File: config.mk
export PLATFORM = sky130hd
export DESIGN_NAME = seq_alu
export DESIGN_NICKNAME = d
export VERILOG_FILES = /design/src/rtl/seq_alu.sv
export SDC_FILE = /design/constraint.sdc
export NUM_CORES = 1
export LEC_CHECK = 0
export BUFFER_PORTS_ARGS = -buffer_cell sky130_fd_sc_hd__buf_4
export CAP_MARGIN = 30
export CORE_MARGIN = 4
export CORE_UTILIZATION = 25
export CTS_BUF_LIST = sky130_fd_sc_hd__clkbuf_4
export DETAILED_ROUTE_END_ITERATION = 8
export GPL_ROUTABILITY_DRIVEN = 0
export MAX_ROUTING_LAYER = met4
export PLACE_DENSITY = 0.49
export SLEW_MARGIN = 20
export SYNTH_ARGS = -nofsm -noshare
export SYNTH_HDL_FRONTEND = slang
export SYNTH_SLANG_ARGS = --single-unit
File: constraint.sdc
create_clock -name clk -period 13.8 [get_ports clk]
set_input_delay 0.69 -clock clk [delete_from_list [all_inputs] [get_ports clk]]
set_output_delay 0.69 -clock clk [all_outputs]
set_load 0.05 [all_outputs]
File: src/rtl/seq_alu.sv
// Execute-stage ALU: single-cycle add/logic/shift ops plus iterative multiply and
// restoring divide that write the HI/LO pair, with a valid/ready issue handshake.
module seq_alu #(
  parameter int WIDTH   = 32,
  parameter int SHAMT_W = $clog2(WIDTH)
) (
  input  logic               clk,
  input  logic               rst,
  input  logic               in_valid,
  output logic               in_ready,
  input  logic [3:0]         cmd,
  input  logic [WIDTH-1:0]   val1,
  input  logic [WIDTH-1:0]   val2,
  input  logic [SHAMT_W-1:0] shamt,
  input  logic               flush,
  output logic               out_valid,
  output logic [WIDTH-1:0]   result,
  output logic               div_by_zero,
  output logic               busy
);
  localparam int CNT_W = $clog2(WIDTH);

  typedef enum logic [1:0] {S_IDLE, S_MUL, S_DIV} state_t;

  state_t             r_state;
  logic [CNT_W-1:0]   r_cnt;
  logic [WIDTH-1:0]   r_hi, r_lo;
  logic [WIDTH-1:0]   r_wh, r_wl, r_b;
  logic [WIDTH-1:0]   r_result;
  logic               r_neg, r_out_valid, r_dbz;

  logic [WIDTH-1:0]   w_alu;
  logic               w_is_mult, w_neg;
  logic [WIDTH-1:0]   w_mag_a, w_mag_b;
  logic [WIDTH:0]     w_mul_sum;
  logic [WIDTH-1:0]   w_mul_hi, w_mul_lo;
  logic [2*WIDTH-1:0] w_prod;
  logic [WIDTH:0]     w_rem_sh;
  logic [WIDTH-1:0]   w_rem_sub, w_div_hi, w_div_lo;
  logic               w_qbit, w_last;

  always_comb begin
    w_alu = '0;
    case (cmd)
      4'd0:    w_alu = val1 + val2;
      4'd1:    w_alu = val1 - val2;
      4'd2:    w_alu = val1 & val2;
      4'd3:    w_alu = val1 | val2;
      4'd4:    w_alu = ~(val1 | val2);
      4'd5:    w_alu = val1 ^ val2;
      4'd6:    w_alu = val1 << shamt;
      4'd7:    w_alu = val1 >> shamt;
      4'd8:    w_alu = $signed(val1) >>> shamt;
      4'd12:   w_alu = r_hi;
      4'd13:   w_alu = r_lo;
      default: w_alu = '0;
    endcase
  end

  // Signed multiply runs on magnitudes; -2^(W-1) maps onto its W-bit unsigned magnitude.
  assign w_is_mult = (cmd == 4'd10);
  assign w_mag_a   = (w_is_mult && val1[WIDTH-1]) ? -val1 : val1;
  assign w_mag_b   = (w_is_mult && val2[WIDTH-1]) ? -val2 : val2;
  assign w_neg     = w_is_mult && (val1[WIDTH-1] ^ val2[WIDTH-1]);

  // Shift-add step: r_wh is the running high half, r_wl shifts the multiplier out.
  assign w_mul_sum = {1'b0, r_wh} + (r_wl[0] ? {1'b0, r_b} : '0);
  assign w_mul_hi  = w_mul_sum[WIDTH:1];
  assign w_mul_lo  = {w_mul_sum[0], r_wl[WIDTH-1:1]};
  assign w_prod    = r_neg ? -{w_mul_hi, w_mul_lo} : {w_mul_hi, w_mul_lo};

  // Restoring step: r_wh is the partial remainder, r_wl shifts dividend out and quotient in.
  // A zero divisor naturally yields an all-ones quotient and the dividend as remainder.
  assign w_rem_sh  = {r_wh, r_wl[WIDTH-1]};
  assign w_rem_sub = w_rem_sh[WIDTH-1:0] - r_b;
  assign w_qbit    = (w_rem_sh >= {1'b0, r_b});
  assign w_div_hi  = w_qbit ? w_rem_sub : w_rem_sh[WIDTH-1:0];
  assign w_div_lo  = {r_wl[WIDTH-2:0], w_qbit};

  assign w_last    = (r_cnt == CNT_W'(WIDTH-1));

  always_ff @(posedge clk or negedge rst) begin
    if (!rst) begin
      r_state     <= S_IDLE;
      r_cnt       <= '0;
      r_hi        <= '0;
      r_lo        <= '0;
      r_wh        <= '0;
      r_wl        <= '0;
      r_b         <= '0;
      r_neg       <= 1'b0;
      r_result    <= '0;
      r_out_valid <= 1'b0;
      r_dbz       <= 1'b0;
    end else begin
      r_out_valid <= 1'b0;
      r_dbz       <= 1'b0;
      case (r_state)
        S_IDLE: begin
          if (in_valid && !flush) begin
            r_cnt <= '0;
            if (cmd == 4'd9 || cmd == 4'd10) begin
              r_state <= S_MUL;
              r_wh    <= '0;
              r_wl    <= w_mag_a;
              r_b     <= w_mag_b;
              r_neg   <= w_neg;
            end else if (cmd == 4'd11) begin
              r_state <= S_DIV;
              r_wh    <= '0;
              r_wl    <= val1;
              r_b     <= val2;
              r_neg   <= 1'b0;
            end else begin
              r_result    <= w_alu;
              r_out_valid <= 1'b1;
            end
          end
        end
        S_MUL: begin
          if (flush) begin
            r_state <= S_IDLE;
          end else begin
            r_wh  <= w_mul_hi;
            r_wl  <= w_mul_lo;
            r_cnt <= r_cnt + 1'b1;
            if (w_last) begin
              r_state     <= S_IDLE;
              r_hi        <= w_prod[2*WIDTH-1:WIDTH];
              r_lo        <= w_prod[WIDTH-1:0];
              r_result    <= w_prod[WIDTH-1:0];
              r_out_valid <= 1'b1;
            end
          end
        end
        S_DIV: begin
          if (flush) begin
            r_state <= S_IDLE;
          end else begin
            r_wh  <= w_div_hi;
            r_wl  <= w_div_lo;
            r_cnt <= r_cnt + 1'b1;
            if (w_last) begin
              r_state     <= S_IDLE;
              r_hi        <= w_div_hi;
              r_lo        <= w_div_lo;
              r_result    <= w_div_lo;
              r_out_valid <= 1'b1;
              r_dbz       <= (r_b == '0);
            end
          end
        end
        default: r_state <= S_IDLE;
      endcase
    end
  end

  assign in_ready    = (r_state == S_IDLE);
  assign busy        = (r_state != S_IDLE);
  assign out_valid   = r_out_valid;
  assign result      = r_result;
  assign div_by_zero = r_dbz;

endmodule

# Word-level counts from Yosys, hierarchy flattened
# Index checks and enable logic that the tools add are counted.
# op_classes
addsub	8
n_lt_le_gt_ge	1
eq_ne	26
n_shift	3
n_mux	54
bitwise_logic	5
reduce_logical	21
# ops
cell	n
two-way mux 32 bit	27
case mux 32 bit (11 select lines)	1
case mux 32 bit (3 select lines)	3
case mux 32 bit (2 select lines)	2
two-way mux 64 bit	1
negation 32 bit	2
negation 64 bit	1
subtractor 32 bit	2
adder 32 x 32 -> 33 bit	1
>= comparator 33 x 32 -> 1 bit	1
adder 32 bit	1
AND 32 bit	1
zero test 32 bit	1
NOT 32 bit	1
bitwise OR 32 bit	1
left shift 32 x 5 -> 32 bit	1
>> shifter 32 x 5 -> 32 bit	1
>>> shifter 32 x 5 -> 32 bit	1
bitwise XOR 32 bit	1
equality test 4 bit, second input constant	6
equality test 4 x 3 -> 1 bit, second input constant	4
!= test 2 bit, second input constant	7
two-way mux 1 bit	10
two-way mux 2 bit	5
24 further kinds	36
# word_totals
reg_bits	202
in_bits	77

# Depth between registers and ports, before layout
# depth
word_depth	7
ltp_mapped	22
depth_no_buf	21

# Worst setup path after synthesis
# OpenSTA, ideal clock, no wires.
# synth_path
path_type	input to register
startpoint	in val2[8]
endpoint	reg r_result[29] (netlist: result[29])
setup_ps	137
t_arrival_ps	4748
required_time_ps	13663
setup_slack_ps	8915
cell_stages	20
n_path_buf	1
path_cell_list	or3_1 -> or4_1 -> or2_2 -> nor3_1 -> nand2_1 -> or3_1 -> nor3_1 -> nor2_1 -> xnor2_1 -> ha_1 -> clkbuf_1 -> a21oi_1 -> o21ai_0 -> a21o_1 -> a21o_1 -> a21oi_1 -> o21ai_0 -> xor2_1 -> a221oi_1 -> a21oi_1
# synth_between
elab_chain_cells	6
word_cells_on_any_way	7
classes_between	2 x add/sub; 5 x mux
# synth_lines
element	line	source
from (decl)	13	input logic [WIDTH-1:0] val2,
subtractor 32 bit or adder 32 bit (tied branches)	46, 45	
case mux 32 bit (11 select lines) *	44	case (cmd)
two-way mux 32 bit *	108	end else if (cmd == 4'd11) begin
two-way mux 32 bit *	102	if (cmd == 4'd9 || cmd == 4'd10) begin
two-way mux 32 bit *	100	if (in_valid && !flush) begin
case mux 32 bit (3 select lines) *	98	case (r_state)
to (signal assigned)	115	r_result <= w_alu;
to (signal assigned)	131	r_result <= w_prod[WIDTH-1:0];
to (signal assigned)	147	r_result <= w_div_lo;
to (decl)	29	logic [WIDTH-1:0] r_result;
# Mark *: on every way between the ends. The rest lies on a longest branch, timed or not. The select of a mux whose other input is x is not followed.
# A chain may end at the register's enable or synchronous reset.

# Worst setup path in the final report
# layout_path
startpoint	reg r_wl[0]
endpoint	reg r_hi[31]
# layout_between
elab_chain_cells	7
# layout_lines
element	line	source
from (decl)	28	logic [WIDTH-1:0] r_wh, r_wl, r_b;
from (signal assigned)	105	r_wl <= w_mag_a;
from (signal assigned)	111	r_wl <= val1;
from (signal assigned)	125	r_wl <= w_mul_lo;
two-way mux 32 bit *	67	assign w_mul_sum = {1'b0, r_wh} + (r_wl[0] ? {1'b0, r_b} : '0);
adder 32 x 32 -> 33 bit *	67	
negation 64 bit	70	assign w_prod = r_neg ? -{w_mul_hi, w_mul_lo} : {w_mul_hi, w_mul_lo};
two-way mux 64 bit *	70	
two-way mux 32 bit *	127	if (w_last) begin
two-way mux 32 bit *	121	if (flush) begin
case mux 32 bit (2 select lines) *	98	
to (signal assigned)	129	r_hi <= w_prod[2*WIDTH-1:WIDTH];
to (signal assigned)	145	r_hi <= w_div_hi;
to (decl)	27	logic [WIDTH-1:0] r_hi, r_lo;
# Marked as above.

==> results.md <==
* Yosys top cell area share at 0.210
* Flop pwr share at 0.210
* Routed WL per cell at ~25 um
* Maxcap violations at 0
* Clock power frac at 0.126
* Core area at between 90,000 and 100,000 um^2
* First-pass GRT wire length at approximately 160,000 um
* Vias in the first global route at approximately 24,000
* Final HPWL DP at about 86,000 um
* Net switching power at ~2.8 mW
* Starting DRT DRC Count at 2,892
* Cell variety after synth at 95
* Total CTS buffers at between 50 and 60
* Gate Count Post-Synth at between 3,000 and 4,000
* Final WS setup at approximately 8.5 ns
* Worst-margin pin slew at between 1 and 1.5 ns
* Vias at approximately 25,000
* Multi-input logic area at ~18,000 um^2
* Max VDD drop at about 0.11 mV
* Initial antenna violation count at 5
* Number of fill cells at between 10,000 and 15,000
* First-pass detailed-route iteration total at 6
* Global Route met3 Usage at 0.0425
* Final hold violation count at 0
* Setup TNS at 0 ns
* Post-layout min period at between 5 and 6 ns
* Setup CP Type: reg -> reg
* Async set-reset flop share out of synthesis at 1.00
* Residual DRC at 0
* Unrepaired setup endpoints after global routing: false
* Vias per inst at 5.60
* Slowest cell delay on critical path at between 0.5 and 0.6 ns
* Finish-stage setup viols at 0
* Crit-path slowest cell: or4_4
* Chip Width at between 300 and 400 um
* Period utilization at 0.382
* # clock sinks at roughly 200
* Syn. warnings at 0
* Worst Hold Class: in -> reg
* WP data arrival at about 6.0 ns
* Synth top area cells: dfrtp_1 21%, ha_1 8.8%, o21ai_0 7.5%, nand2_1 7.2%, xnor2_1 5.7%
* R2R Path Start: r_wl[0]$_DFFE_PN0P_
* Slew margin rel. at 0.130
* Busiest grt layer: met2
* Area grow syn2layout at 11.5%
* Post-Syn Nets at around 3,500
* Full die area at between 100,000 and 150,000 um^2
* WL final at roughly 110,000 um
* # nets final at approximately 3,500
* Clk_skew at 0.0721 ns
* Cell with the most instances after synthesis: nand2_1
* Cell depth of the worst hold path at 2
* Overall global routing resource usage at 0.219
* R2r worst-path depth at 14
* Final Max Slew Viols at 0
* Largest net degree at the start of global routing at 97
* # H-tree levels at 2
* Post-synth top flop: dfrtp_1
* CP Launch Point: r_wl[0]$_DFFE_PN0P_
* Register area share after synthesis at 0.210
* Longest Clk Path Bufs at 3
* Synth top cells by count: 460 x nand2_1, 361 x o21ai_0, 274 x nor2_1
* GR Util met1 at 0.293
* Boundary pin count at 113
* CTS Root Cell: clkbuf_4
* Cell leakage power at 11.5 nW
* Internal at around 2.2 mW
* Pre-CTS setup slack at 8.17 ns
* Row cnt at around 110
* Hold Path Origin: flush
* Postcts setup bufs at 0
* Fmax at between 0.15 and 0.2 GHz
* Critical Path RT at around 15 ns
* #FFs+latches synth at roughly 200
* Sequential cell area at roughly 5100 um^2
* Total power at between 5 and 6 mW
* Grt ovf at 0
* Post-synth EDFFs at 0
* Crit-path cells: and2_1 > ha_1 > fa_1 > a21o_1 > a221oi_4 > o21ai_1 > xnor2_1 > nand4_1 > or4_4 > nor3_4 > or4b_4 > or4_1 > nor4b_1 > o22a_1
* Number of hold buffers added after cts at 1
* CP endpoint kind: flip-flop
* Synthesized area at around 24,000 um^2
* Synthesized area per cell at 7.41 um^2
* PostCTS Resize Cnt at 0
* Share of post-route cells with drive strength above 1 at 0.111
* Initial Util at 0.252
* Startpoint Class: flip-flop
* Status: completed
* PwrDens at 189 nW/um^2
* Antenna-violating nets left at 0
* Worst skew pair latency at approximately 0.84 ns
* Clock-pin transition on the worst setup and hold timing paths at 0.07 ns
* GR Util met2 at 0.327
* Cell taking the most area after synthesis: dfrtp_1
* Critical path fanouts, max at 12
* Port Buffers at ~110
* Combinational share of power at 0.664
* TritonCTS clock tree: yes
* Die Ht at approximately 320 um
* Switching Share at 0.559
[routing by layer]
layer / up-vias / part of all wire
li1: 11700 / -
met4: 0 / 0.045
met3: 241 / 0.088
met1: 12300 / 0.43
met5: - / 0
met2: 1193 / 0.43
[worst max-delay path, delay by kind of cell (launching register included)]
kind	cells	cell delay, ns
fa+ha+maj	2	0.69
xor+xnor	1	0.35
simple gates	7	2.51
compound gates	4	1.04
flops	1	0.57
[path summary, 6_finish.rpt]
check	slack (ns)	to
min in group asynchronous	0.56	r_wh[20]$_DFFE_PN0P_
worst min-delay path	0.13	out_valid$_DFF_PN0_
max in group asynchronous	11.14	r_wl[1]$_DFFE_PN0P_
worst max register to register	8.53	r_hi[31]$_DFFE_PN0P_
worst max-delay path	8.53	r_hi[31]$_DFFE_PN0P_
worst min register to register	0.48	r_lo[4]$_DFFE_PN0P_
[final cells by class]
type | instances | share of cell area
inverter | 152 | 0.0213
clock inverter | 20 | 0.00509
antenna | 5 | 0.000467
clock buffer | 90 | 0.0252
sequential | 202 | 0.189
tap | 1265 | 0.0591
multi-input combinational | 2655 | 0.657
timing repair buffer | 151 | 0.0428
[kinds of logic (layout without fill, tap and decap cells)]
| logic type | Yosys count | in the layout | share of synthesized area |
|---|---|---|---|
| fa+ha+maj | 171 | 171 | 0.0900 |
| xor+xnor | 218 | 218 | 0.0795 |
| other cells | 0 | 5 | 0 |
| flops | 202 | 202 | 0.210 |
| compound gates | 1033 | 1033 | 0.271 |
| mux | 132 | 132 | 0.0788 |
| simple gates | 1101 | 1101 | 0.210 |
| buf+inv | 385 | 413 | 0.0609 |
[placed cells by master (no fill, tap or decap), drive strengths merged, types with 23 or more instances in the layout]
cell      n
nand4    41
ha      168
dfrtp   202
clkbuf   92
nand2b   27
xor2     62
nand2   460
nand3    70
a21o     50
a22oi    47
a21oi   230
a31oi    24
o21ai   373
nor2    274
nor4     23
mux4     44
mux2i    72
o31ai    39
o211ai   23
nor3     57
a221oi   42
and2     47
xnor2   156
or3      25
inv     151
buf     148
[sequential cells by signal, summed over array words and instances, names as in the netlist]
register and cells:
r_state 2, result 32, r_lo 32, div_by_zero 1
r_cnt 5, r_wl 32, r_b 32, r_neg 1
out_valid 1, r_wh 32, r_hi 32
[stage by stage]
stage / area [um^2] / hold WS (ns) / cells / utilization
3_5_place_dp: 25900 / 0.459 / 4422 / 0.273
3_3_place_gp: 25900 / 0.455 / 4420 / 0.272
6_report: 26800 / 0.127 / 4540 / 0.282
4_1_cts: 26800 / 0.0452 / 4533 / 0.281
5_1_grt: 26800 / 0.0957 / 4540 / 0.282
2_1_floorplan: 24000 / 0.394 / 3242 / -
[power by group through the flow]
| stage | combinational [mW] | sequential [mW] | clock (mW) |
|---|---|---|---|
| floorplan | 2.19 | 1.07 | 0 |
| global placement | 3.30 | 1.08 | 0 |
| detailed placement | 3.31 | 1.07 | 0 |
| CTS | 3.32 | 1.07 | 0.654 |
| global route | 3.66 | 1.09 | 0.684 |
| finish | 3.36 | 1.06 | 0.636 |
Power figures use the tool's default switching activity.
